--- src/rtl/bram_fifo_ctrl_pkg.sv ---
// Shared sizing helpers for the RAM-backed FWFT FIFO controller.
// Depth and count widths derive from the RAM address width.
package bram_fifo_ctrl_pkg;

    localparam int OBUF_DEPTH = 2;

    function automatic int depth_f(input int aw);
        return 1 << aw;
    endfunction

    function automatic int count_w_f(input int aw);
        return aw + 2;
    endfunction

endpackage

--- src/rtl/BRAM_SDP.sv ---
// Simple dual-port block RAM: one write port, one registered read port.
// A same-address read and write returns the old contents.
module BRAM_SDP #(
    parameter int DATA_WIDTH = 8,
    parameter int ADDR_WIDTH = 6
) (
    input  logic                  clk,
    input  logic                  we,
    input  logic [ADDR_WIDTH-1:0] waddr,
    input  logic [DATA_WIDTH-1:0] wdata,
    input  logic                  re,
    input  logic [ADDR_WIDTH-1:0] raddr,
    output logic [DATA_WIDTH-1:0] q
);

    logic [DATA_WIDTH-1:0] mem [2**ADDR_WIDTH];

    always_ff @(posedge clk) begin
        if (we) begin
            mem[waddr] <= wdata;
        end
        if (re) begin
            q <= mem[raddr];
        end
    end

endmodule

--- src/rtl/bram_fifo_ctrl.sv ---
// First-word-fall-through FIFO over BRAM_SDP with a 2-entry
// prefetch buffer so the head word is registered at full rate.
module bram_fifo_ctrl
    import bram_fifo_ctrl_pkg::*;
#(
    parameter int DATA_WIDTH = 8,
    parameter int ADDR_WIDTH = 6
) (
    input  logic                  clk,
    input  logic                  rst,
    input  logic                  clr,
    input  logic [DATA_WIDTH-1:0] enq_data,
    input  logic                  enq_valid,
    output logic                  enq_rdy,
    output logic [DATA_WIDTH-1:0] deq_data,
    output logic                  deq_valid,
    input  logic                  deq_rdy,
    output logic [ADDR_WIDTH+1:0] count
);

    localparam int DEPTH   = depth_f(ADDR_WIDTH);
    localparam int COUNT_W = count_w_f(ADDR_WIDTH);
    localparam int RC_W    = ADDR_WIDTH + 1;

    logic [ADDR_WIDTH-1:0] wr_ptr;
    logic [ADDR_WIDTH-1:0] rd_ptr;
    logic [RC_W-1:0]       ram_count;
    logic                  inflight;
    logic [1:0]            buf_count;
    logic [1:0]            buf_n;
    logic [DATA_WIDTH-1:0] head;
    logic [DATA_WIDTH-1:0] head_n;
    logic [DATA_WIDTH-1:0] skid;
    logic [DATA_WIDTH-1:0] skid_n;
    logic [DATA_WIDTH-1:0] q;
    logic                  flush;
    logic                  enq_fire;
    logic                  deq_fire;
    logic                  rd_en;
    logic [2:0]            pending;

    assign flush     = rst | clr;
    assign enq_rdy   = ram_count != RC_W'(DEPTH);
    assign deq_valid = buf_count != 2'd0;
    assign deq_data  = head;
    assign enq_fire  = enq_valid & enq_rdy;
    assign deq_fire  = deq_valid & deq_rdy;

    // Words that will occupy the buffer next cycle without a new issue.
    assign pending = {1'b0, buf_count} + {2'b00, inflight}
                   - {2'b00, deq_fire};
    assign rd_en   = (ram_count != '0) && (pending < 3'(OBUF_DEPTH));

    assign count = COUNT_W'(ram_count) + COUNT_W'(inflight)
                 + COUNT_W'(buf_count);

    BRAM_SDP #(
        .DATA_WIDTH(DATA_WIDTH),
        .ADDR_WIDTH(ADDR_WIDTH)
    ) u_ram (
        .clk  (clk),
        .we   (enq_fire & ~flush),
        .waddr(wr_ptr),
        .wdata(enq_data),
        .re   (rd_en & ~flush),
        .raddr(rd_ptr),
        .q    (q)
    );

    // inflight means q holds the word issued last cycle.
    always_comb begin
        head_n = head;
        skid_n = skid;
        buf_n  = buf_count;
        unique case ({deq_fire, inflight})
            2'b10: begin
                head_n = skid;
                buf_n  = buf_count - 2'd1;
            end
            2'b01: begin
                if (buf_count == 2'd0) begin
                    head_n = q;
                end else begin
                    skid_n = q;
                end
                buf_n = buf_count + 2'd1;
            end
            2'b11: begin
                if (buf_count == 2'd2) begin
                    head_n = skid;
                    skid_n = q;
                end else begin
                    head_n = q;
                end
            end
            default: begin
            end
        endcase
    end

    always_ff @(posedge clk) begin
        if (flush) begin
            wr_ptr    <= '0;
            rd_ptr    <= '0;
            ram_count <= '0;
            inflight  <= 1'b0;
            buf_count <= '0;
            head      <= '0;
            skid      <= '0;
        end else begin
            if (enq_fire) begin
                wr_ptr <= wr_ptr + ADDR_WIDTH'(1);
            end
            if (rd_en) begin
                rd_ptr <= rd_ptr + ADDR_WIDTH'(1);
            end
            ram_count <= ram_count + RC_W'(enq_fire) - RC_W'(rd_en);
            inflight  <= rd_en;
            buf_count <= buf_n;
            head      <= head_n;
            skid      <= skid_n;
        end
    end

endmodule

--- config.mk ---
export PLATFORM = sky130hd
export DESIGN_NAME = bram_fifo_ctrl
export DESIGN_NICKNAME = d
export VERILOG_FILES = /design/src/rtl/bram_fifo_ctrl_pkg.sv /design/src/rtl/BRAM_SDP.sv /design/src/rtl/bram_fifo_ctrl.sv
export SDC_FILE = /design/constraint.sdc
export NUM_CORES = 1
export LEC_CHECK = 0
export CAP_MARGIN = 25
export CORE_ASPECT_RATIO = 0.7
export CORE_MARGIN = 2
export CORE_UTILIZATION = 35
export DETAILED_ROUTE_END_ITERATION = 16
export GPL_TIMING_DRIVEN = 0
export PLACE_DENSITY = 0.47
export SLEW_MARGIN = 20
export SYNTH_ARGS = -nofsm -noshare
export SYNTH_HDL_FRONTEND = slang
export SYNTH_HIERARCHICAL = 1
export SYNTH_SLANG_ARGS = --single-unit
--- constraint.sdc ---
create_clock -name clk -period 4.4 [get_ports clk]
set_clock_uncertainty 0.15 [all_clocks]
set_input_delay 0.44 -clock clk [delete_from_list [all_inputs] [get_ports clk]]
set_output_delay 0.44 -clock clk [all_outputs]
set_load 0.01 [all_outputs]
# Word level (Yosys, flattened, before mapping)
# Memories as Yosys holds them, arrays and structs flattened. A register that Yosys moved wholly into a read port is not among the register bits.
# Index checks and enable logic that the tools add are counted.
dict set report word_totals {
  regBits 38
  latch_bits 0
  ramBits 512
  mem_bits_ro 0
  in_bits 13
  out_inout_bits 18
  elab_cells 51
  n_memories 1
}
dict set report classes {
  n_addsub 10
  n_mul 0
  div_mod_pow 0
  magnitude_cmp 1
  n_eq_ne 8
  n_shift 0
  muxes 9
  n_bitwise 6
  reduce_logical 9
}
# memory words width rd rd_clocked_by_memory_dff write_ports line
set mem_list {}
lappend mem_list {u_ram.mem 64 8 1 1 1 BRAM_SDP.sv:16} ;# logic [DATA_WIDTH-1:0] mem [2**ADDR_WIDTH];
# cell n
set op_table {}
lappend op_table {{8-bit 2-to-1 mux} 4}
lappend op_table {{8-bit case mux with 3 select lines} 1}
lappend op_table {{8-bit case mux with 2 select lines} 1}
lappend op_table {{6-bit by 1-bit adder with 6-bit output (second input constant)} 2}
lappend op_table {{7-bit by 1-bit adder with 8-bit output} 1}
lappend op_table {{8-bit by 2-bit adder with 8-bit output} 1}
lappend op_table {{7-bit by 1-bit adder with 7-bit output} 1}
lappend op_table {{7-bit inequality test (second input constant)} 1}
lappend op_table {{7-bit nonzero test} 1}
lappend op_table {{7-bit by 1-bit subtractor with 7-bit output} 1}
lappend op_table {{2-bit == test (second input constant)} 3}
lappend op_table {{2-bit inequality test (second input constant)} 3}
lappend op_table {{2-bit nonzero test} 3}
lappend op_table {{1-bit AND} 4}
lappend op_table {{2-bit case mux with 2 select lines} 1}
lappend op_table {{2-bit by 1-bit adder with 3-bit output} 1}
lappend op_table {{3-bit by 2-bit less-than comparator with 1-bit output (second input constant)} 1}
lappend op_table {{3-bit AND reduction} 1}
lappend op_table {{3-bit nonzero test} 1}
lappend op_table {{3-bit by 1-bit subtractor with 3-bit output} 1}
lappend op_table {{2-bit by 1-bit adder with 2-bit output (second input constant)} 1}
lappend op_table {{2-bit by 1-bit == test with 1-bit output (second input constant)} 1}
lappend op_table {{2-bit zero test} 1}
lappend op_table {{1-bit 2-to-1 mux} 2}
lappend op_table {{5 further kinds} 5}

# Logic depth before layout (Yosys ltp)
# Gate-level depths: netlist of the first run.
dict set report depth {
  ltp_word 6
  depth_mapped 17
  mapped_depth_nobuf 16
}

# Modules after synthesis
# Netlist of the first run, hierarchy kept.
# module instances cells_per_inst area_per_inst_um2 seq_area_each_um2
set modules_own_cells {}
lappend modules_own_cells {BRAM_SDP 1 940 20246.9 15615.0}
lappend modules_own_cells {bram_fifo_ctrl 1 240 2202.1 760.7}

# Worst setup path after synthesis of the first run
# Ideal clock, no wire load.
dict set report synth_timing {
  kind {register -> register}
  start {register buf_count[1]}
  end {register ram_count[6]}
  setup_ns 0.122
  arrival_ns 3.149
  required_time_ns 4.128
  path_slack_ns 0.979
  stages_incl_launch_ff 17
  n_path_buf 1
  period_less_slack_ns 3.421
  cell_sequence {dfxtp_1 -> buf_6 -> and3_1 -> o21ai_0 -> fa_1 -> xnor2_4 -> o211ai_4 -> inv_1 -> ha_1 -> inv_1 -> ha_1 -> inv_1 -> fa_1 -> nor2b_1 -> o311ai_0 -> a21oi_1 -> nand3b_1}
}
dict set report synth_via {
  elab_chain_len 6
  word_cells_on_any_way 7
  cone_classes {3 x add/sub; 1 x order compare; 1 x bitwise; 2 x reduce/logical}
}
# element line
set synth_lines {}
lappend synth_lines {{from (decl)} bram_fifo_ctrl.sv:29} ;# logic [1:0] buf_count;
lappend synth_lines {{from (signal assigned)} bram_fifo_ctrl.sv:119} ;# buf_count <= buf_n;
lappend synth_lines {{branches (longest 2 deep; another with 2-bit by 1-bit adder with 3-bit output)} --}
lappend synth_lines {{3-bit by 1-bit subtractor with 3-bit output (*)} bram_fifo_ctrl.sv:51} ;# - {2'b00, deq_fire};
lappend synth_lines {{3-bit by 2-bit less-than comparator with 1-bit output (*)} bram_fifo_ctrl.sv:52} ;# assign rd_en = (ram_count != '0) && (pending < 3'(OBUF_DEPTH));
lappend synth_lines {{1-bit logical AND (*)} bram_fifo_ctrl.sv:52}
lappend synth_lines {{net rd_en} bram_fifo_ctrl.sv:39} ;# logic rd_en;
lappend synth_lines {{7-bit by 1-bit subtractor with 7-bit output (*)} bram_fifo_ctrl.sv:117} ;# ram_count <= ram_count + RC_W'(enq_fire) - RC_W'(rd_en);
lappend synth_lines {{to (signal assigned)} bram_fifo_ctrl.sv:117}
lappend synth_lines {{to (decl)} bram_fifo_ctrl.sv:27} ;# logic [RC_W-1:0] ram_count;
# Mark *: on every way through the listed nets, which the timed path passes.
# A chain may end at the register's enable or synchronous reset.

# Final worst setup path of the first run
dict set report layout_timing {
  start {register ram_count[2]}
  end {memory u_ram.mem[38][6] (enable)}
}
dict set report layout_via {
  elab_chain_len 5
}
# element line
set layout_lines {}
lappend layout_lines {{7-bit inequality test} bram_fifo_ctrl.sv:43} ;# assign enq_rdy = ram_count != RC_W'(DEPTH);
lappend layout_lines {{1-bit AND} bram_fifo_ctrl.sv:46} ;# assign enq_fire = enq_valid & enq_rdy;
lappend layout_lines {{1-bit AND} bram_fifo_ctrl.sv:62} ;# .we (enq_fire & ~flush),
lappend layout_lines {{1-bit 2-to-1 mux} BRAM_SDP.sv:19} ;# if (we) begin
lappend layout_lines {{1-bit 2-to-1 mux (not written as such)} BRAM_SDP.sv:20} ;# mem[waddr] <= wdata;
lappend layout_lines {{to (decl)} BRAM_SDP.sv:16}
# No other way between the ends.

==> results of run 1 <==
==> stage by stage <==
stage | TNS (ns) | util [%] | std cells | setup WS [ns]
after floorplan | 0 | - | 1180 | 0.979
after global placement | 0 | 37.6 | 2039 | 0.0375
after detailed placement | -0.176 | 37.7 | 2045 | -0.0225
after CTS | 0 | 40.4 | 2141 | 0.112
after global routing | -4.89 | 40.5 | 2144 | -0.0966
final | 0 | 40.5 | 2145 | 0.166
==> cell usage in the layout (no fill, tap or decap), types with 5 or more instances in the layout <==
| cell | synthesis | final |
|---|---|---|
| dfxtp_1 | 38 | 38 |
| mux2_2 | 13 | 13 |
| clkbuf_16 | 0 | 54 |
| nand3_1 | 21 | 21 |
| edfxtp_1 | 520 | 520 |
| clkdlybuf4s50_1 | 0 | 22 |
| o21ai_0 | 18 | 18 |
| nor2b_1 | 17 | 17 |
| mux2i_1 | 34 | 34 |
| nor3_1 | 9 | 7 |
| buf_6 | 9 | 9 |
| mux4_2 | 126 | 126 |
| nor2_1 | 120 | 102 |
| o22ai_1 | 9 | 9 |
| inv_1 | 21 | 21 |
| buf_2 | 12 | 15 |
| buf_4 | 13 | 23 |
| bufinv_16 | 0 | 6 |
| xnor2_1 | 8 | 8 |
| clkinv_1 | 0 | 14 |
| a21oi_1 | 13 | 13 |
| nand2b_1 | 9 | 9 |
| nand3b_1 | 5 | 5 |
| a211oi_1 | 6 | 6 |
| a221oi_1 | 14 | 14 |
| o221ai_1 | 8 | 8 |
| ha_1 | 17 | 17 |
| clkbuf_1 | 20 | 33 |
| xor2_1 | 7 | 7 |
| nand2_1 | 23 | 23 |
| nor2_2 | 0 | 18 |
| clkinv_2 | 0 | 6 |
==> state kept, by name, indices dropped and copies added (netlist names) <==
signal     cells
skid           8
deq_data       8
buf_count      2
wr_ptr         6
rd_ptr         6
inflight       1
ram_count      7
u_ram/mem    512
u_ram/q        8
==> worst max-delay path, cell delays in order (launching register included) <==
cell,delay (ns)
dfxtp_1,0.48
inv_1,0.10
ha_1,0.24
and4bb_2,0.29
a21oi_2,0.30
inv_1,0.14
nor2_1,0.37
nor2b_1,0.31
nand3_1,0.54
nor2_1,0.94
==> what timing repair did <==
action,CTS,global route
endpoints found under the setup margin,0,161
setup buffers,0,0
gates resized for setup,0,17
endpoints found under the hold margin,0,0
==> report_power, final <==
part	switching [uW]	internal (uW)	leakage, uW	total (uW)
clock network	1970	2600	0.000831	4570
registers	85.9	5890	0.00498	5970
logic	1620	1280	0.00195	2910
total	3680	9770	0.00776	13400
==> kinds of logic (layout without fill, tap and decap cells) <==
| group | Yosys count | in the layout | share of synthesized area (%) |
|---|---|---|---|
| AOI/OAI and AO/OA | 101 | 101 | 3.31 |
| xor gates and xnor gates | 16 | 16 | 0.708 |
| adders and majority gates | 21 | 21 | 1.30 |
| buffers and inverters | 81 | 216 | 2.08 |
| DFF | 558 | 558 | 72.9 |
| muxes | 173 | 173 | 14.8 |
| other | 0 | 1 | 0 |
| and+or+nand+nor | 230 | 230 | 4.84 |
==> worst max path at each step <==
| stage | start | end | slack [ns] |
|---|---|---|---|
| floorplan | buf_count[1]$_SDFFE_PP0P_ | ram_count[6]$_SDFF_PP0_ | 0.98 |
| global placement | clr | u_ram/mem[49][3]$_DFFE_PP_ | 0.04 |
| detailed placement | clr | u_ram/mem[14][2]$_DFFE_PP_ | -0.02 |
| CTS | ram_count[2]$_SDFF_PP0_ | u_ram/mem[14][3]$_DFFE_PP_ | 0.11 |
| global route | ram_count[2]$_SDFF_PP0_ | u_ram/mem[38][6]$_DFFE_PP_ | -0.1 |
| finish | ram_count[2]$_SDFF_PP0_ | u_ram/mem[38][6]$_DFFE_PP_ | 0.17 |
==> layer usage <==
metal / global-route usage (%) / vias to the layer above / wire length, um
met5: 1.24 / - / 112
met4: 3.40 / 2 / 931
met3: 5.36 / 70 / 5200
met2: 24.5 / 415 / 24100
met1: 28.9 / 6281 / 29800
li1: - / 4967 / -
==> cell type report <==
class	instances	share of cell area, %
diodes	1	0.00976
plain buffers	60	1.52
clock buffers	67	5.46
clock inverters	29	1.21
inverters	21	0.307
multi-input cells	541	22.1
flip-flops and latches	558	63.9
well taps	829	4.04
repair buffers	39	1.53
==> summary.txt, run 1 <==
Status
  • Status: finished clean

Route
  • Routed length per placed instance: 28.0 um
  • Pre-Repair DR Iteration Count: 5
  • Routed Antenna Nets: 0
  • Routed via count: 11700
  • Final routed DRC violation total: 0
  • Routed wire length: 60100 um
  • DRT iter0 DRCs: 1153
  • Post-DR vias/cell: 5.47

Critical path
  • R2R Setup Slk: 0.17 ns
  • Worst EP arrival: 4.30 ns
  • Max FO, Critical Path: 8
  • Crit start category: register
  • Crit end category: register
  • RR Endpoint: u_ram/mem[38][6]$_DFFE_PP_
  • Crit Path Class: reg2reg
  • R2R cell count: 9
  • Reg2reg start: ram_count[2]$_SDFF_PP0_
  • Critical path required time: 4.46 ns

Finish
  • Final Instance Area: 25600 um^2
  • Nets@finish: 1308
  • Filler cell count: 5629
  • Area of the multi-input gates: 5660 um^2
  • P&R area growth vs syn: 14.2%
  • Sequential cell area: 16400 um^2
  • Layout cell share with drive strength beyond 1: 22.4%

Synthesis
  • Flops & latches, synth: 558
  • Area leader, netlist: edfxtp_1
  • Ys async rst share: 0%
  • Post-synthesis sequential area ratio: 72.9%
  • Synth area leaders: edfxtp_1 70%, mux4_2 13%, dfxtp_1 3.4%
  • Ys Warns: 6
  • Post-synth EDFFs: 520
  • Top-area cell type share of the netlist area: 69.6%
  • Synth cell types: 63
  • Top FF cell, synth: edfxtp_1
  • Synth Net Count: 1214
  • Average size of a mapped cell: 19.0 um^2
  • Synth Cell Area: 22400 um^2
  • Cells after Synth: 1180
  • Count leader, synth: edfxtp_1
  • Most common library cells after synthesis: 520 x edfxtp_1, 126 x mux4_2, 120 x nor2_1

Placement
  • Dpl hpwl: 40100 um
  • DP Area: 23900 um^2
  • IO buf count: 30
  • Routability cong.: 0.819

Die
  • Die area: 66200 um^2
  • Height of the die: 216 um
  • Ports: 31
  • Core Area: 63300 um^2
  • Die X-Extent: 307 um
  • # rows: 77
  • Initial Util: 35.5%

STA
  • Hold Fails Final Rpt: 0
  • FMAX: 236 MHz
  • Slew Limit Fails: 0
  • Max transition margin: 29.4%
  • Slew @ Worst Pin: 1.06 ns
  • Worst hold slack: 0.171 ns
  • RSZ-0062 raised after global routing: true
  • Tcrit/Tclk final: 96.2%
  • Tmin final: 4.23 ns
  • Final setup fails: 0

GRT
  • Vias in the first global route: 11600
  • Initial antenna violation count: 0
  • GRT Util Overall: 18.2%
  • Largest net degree at the start of global routing: 65
  • Grt ovf: 0
  • First-pass GRT wire length: 85800 um

Clock network
  • Root buffer cell: clkbuf_16
  • Cts hold-fix bufs: 0
  • # H-tree levels: 2
  • Clock-pin slew of the registers on the worst-case setup and hold paths: 0.06 ns
  • Clock Path Buffers: 3
  • CTS Sinks: 558
  • Number of buffers created by CTS: 53
  • Clock latency on the worst-skew pair: 0.59 ns
  • TritonCTS clock tree: done

Hold path
  • Worst Hold Launch: enq_data[6]
  • Hold Crit Depth: 1
  • WHS Endpoint: u_ram/mem[49][6]$_DFFE_PP_
  • Hold crit path type: in2reg

Pwr
  • Peak supply drop: 0.288 mV
  • Overall power: 13400 uW
  • Power per cell area: 524 nW/um^2
  • P_leak: 0.00776 uW

Job
  • Max-cap violations: 0
Power figures use the tool's default switching activity.
==> inputs of run 2 (changes only) <==
Settings changed: CAP_MARGIN 25 to 20.
==> run 2 against run 1 <==
Against the previous run:
- sequential cell count stayed put
- largest cell class unchanged
- power rose by 1.5%
- largest power group unchanged
- maximum frequency increased by 0.96%
==> summary.txt, run 2 (synthesis gave the netlist of run 1 again) <==
Pwr
  • P_leak: 0.00780 uW
  • Internal: 9940 uW
  • Sw Share: 27.1%
  • Peak supply drop: 0.338 mV
  • Sequential power share: 43.8%
  • Psw: 3710 uW
  • Clk pwr share: 35.1%
  • Power per cell area: 531 nW/um^2
  • Comb pwr share: 21.2%

Critical path
  • Worst path cell trace: inv_1 -> ha_1 -> and4bb_2 -> a21oi_2 -> inv_1 -> nor2_1 -> nor2b_1 -> nand3_1 -> nor2_1
  • Worst EP arrival: 4.27 ns
  • R2R cell count: 9
  • Worst Path Buf+Inv: 2
  • Reg2reg start: ram_count[2]$_SDFF_PP0_
  • Crit start category: register
  • RR Endpoint: u_ram/mem[38][5]$_DFFE_PP_
  • Critical path required time: 4.48 ns
  • Worst Setup SP: ram_count[2]$_SDFF_PP0_
  • R2R Setup Slk: 0.21 ns
  • Critical-path top delay cell: nor2_1
  • Crit end category: register
  • Max FO, Critical Path: 8
  • Crit Path Class: reg2reg
  • Top delay family on crit path: simple AND/OR/NAND/NOR gates
  • Crit-path max cell delay: 0.94 ns

STA
  • FMAX: 238 MHz
  • Final setup fails: 0
  • Hold Fails Final Rpt: 0
  • Tmin final: 4.19 ns
  • Slew @ Worst Pin: 1.14 ns
  • Tcrit/Tclk final: 95.3%
  • Slew Limit Fails: 0
  • Final worst setup slack: 0.207 ns
  • RSZ-0062 raised after global routing: true
  • Max transition margin: 24.2%

Hold path
  • WHS Endpoint: u_ram/mem[50][6]$_DFFE_PP_
  • Hold crit path type: in2reg
  • Worst Hold Launch: enq_data[6]
  • Hold Crit Depth: 1

GRT
  • Vias in the first global route: 11600
  • Initial antenna violation count: 0
  • Grt ovf: 0
  • First-pass GRT wire length: 85800 um
  • GRT Util Overall: 18.3%
  • Largest net degree at the start of global routing: 65

Finish
  • Max reg flops: 512
  • P&R area growth vs syn: 14.4%
  • Most flops, register: u_ram/mem
  • Layout cell share with drive strength beyond 1: 21.7%
  • Commonest non-fill, non-tap cell in the layout: edfxtp_1
  • Most frequent cells in the layout: 520 x edfxtp_1, 126 x mux4_2, 116 x nor2_1
  • Nets@finish: 1305
  • Filler cell count: 5614
  • Final Instance Area: 25700 um^2

Clock network
  • Root buffer cell: clkbuf_16
  • Clock Path Buffers: 3
  • # H-tree levels: 2
  • CTS Sinks: 558
  • PostCTS Resize Cnt: 0
  • Number of buffers created by CTS: 54
  • Cts hold-fix bufs: 0
  • Clock latency on the worst-skew pair: 0.61 ns
  • Clock-pin slew of the registers on the worst-case setup and hold paths: 0.06 ns
  • TritonCTS clock tree: done
  • Postcts setup bufs: 0

Job
  • Max-cap violations: 0

Placement
  • DP Area: 23900 um^2
  • Routability cong.: 0.819
  • Dpl hpwl: 40000 um
  • IO buf count: 30
  • Dpl ws: 0.0218 ns

Status
  • Status: finished clean

Route
  • Routed wire length: 60200 um
  • DRT iter0 DRCs: 1267
  • Routed via count: 11800
  • Final routed DRC violation total: 0
  • Routed length per placed instance: 28.0 um
  • Post-DR vias/cell: 5.48
  • Pre-Repair DR Iteration Count: 6
  • Routed Antenna Nets: 0

Die
  • Height of the die: 216 um
  • Ports: 31
  • Die X-Extent: 307 um
  • Initial Util: 35.5%
  • Die area: 66200 um^2
  • # rows: 77
  • Core Area: 63300 um^2
==> run 2: layout make-up <==
type,instances,area (um^2),share of cell area (%)
Clock inverter,32,349,1.36
Multi-Input combinational cell,541,5630,21.9
Tap cell,829,1040,4.04
Antenna cell,2,5.00,0.0195
Clock buffer,70,1470,5.74
Sequential cell,558,16400,63.7
Inverter,21,78.8,0.307
Buffer,60,389,1.51
Timing Repair Buffer,35,355,1.38
==> run 2: stage by stage <==
stage                     TNS, ns  power [uW]  cells  util [%]  hold WS [ns]
after floorplan                 0        7980   1180         -         0.310
after global placement          0        9000   2039      37.6         0.325
after detailed placement        0        9000   2044      37.7         0.336
after CTS                       0       13800   2146      40.6         0.139
after global routing        -1.12       14200   2146      40.6         0.154
final                           0       13700   2148      40.6         0.159
==> run 2: worst max path at each step <==
stage	end	slack (ns)	cells after the start
finish	u_ram/mem[38][5]$_DFFE_PP_	0.21	9
floorplan	ram_count[6]$_SDFF_PP0_	0.98	16
detailed placement	u_ram/mem[14][2]$_DFFE_PP_	0.02	9
CTS	u_ram/mem[14][3]$_DFFE_PP_	0.16	9
global route	u_ram/mem[6][7]$_DFFE_PP_	-0.06	9
global placement	u_ram/mem[49][3]$_DFFE_PP_	0.04	8
==> run 2: metal layers <==
metal  track usage (%)  wire length [um]  vias to the layer above
li1                  -                 -                     4967
met1              29.8             30000                     6305
met2              24.1             24200                      396
met3              4.04              4600                       91
met4              4.36              1260                        4
met5              1.82               164                        -
==> run 2: power by group through the flow <==
stage,registers (uW),clock network [uW],logic (uW)
finish,5970,4790,2890
global route,5990,5120,3110
CTS,5980,4900,2920
detailed placement,6090,0,2910
global placement,6100,0,2890
floorplan,6070,0,1920
==> run 2: worst reg2reg max path, cell delays in order, from the launching register on <==
cell and delay (ns):
dfxtp_1 0.47, inv_1 0.11, ha_1 0.24, and4bb_2 0.28, a21oi_2 0.29, inv_1 0.14
nor2_1 0.38, nor2b_1 0.30, nand3_1 0.53, nor2_1 0.95
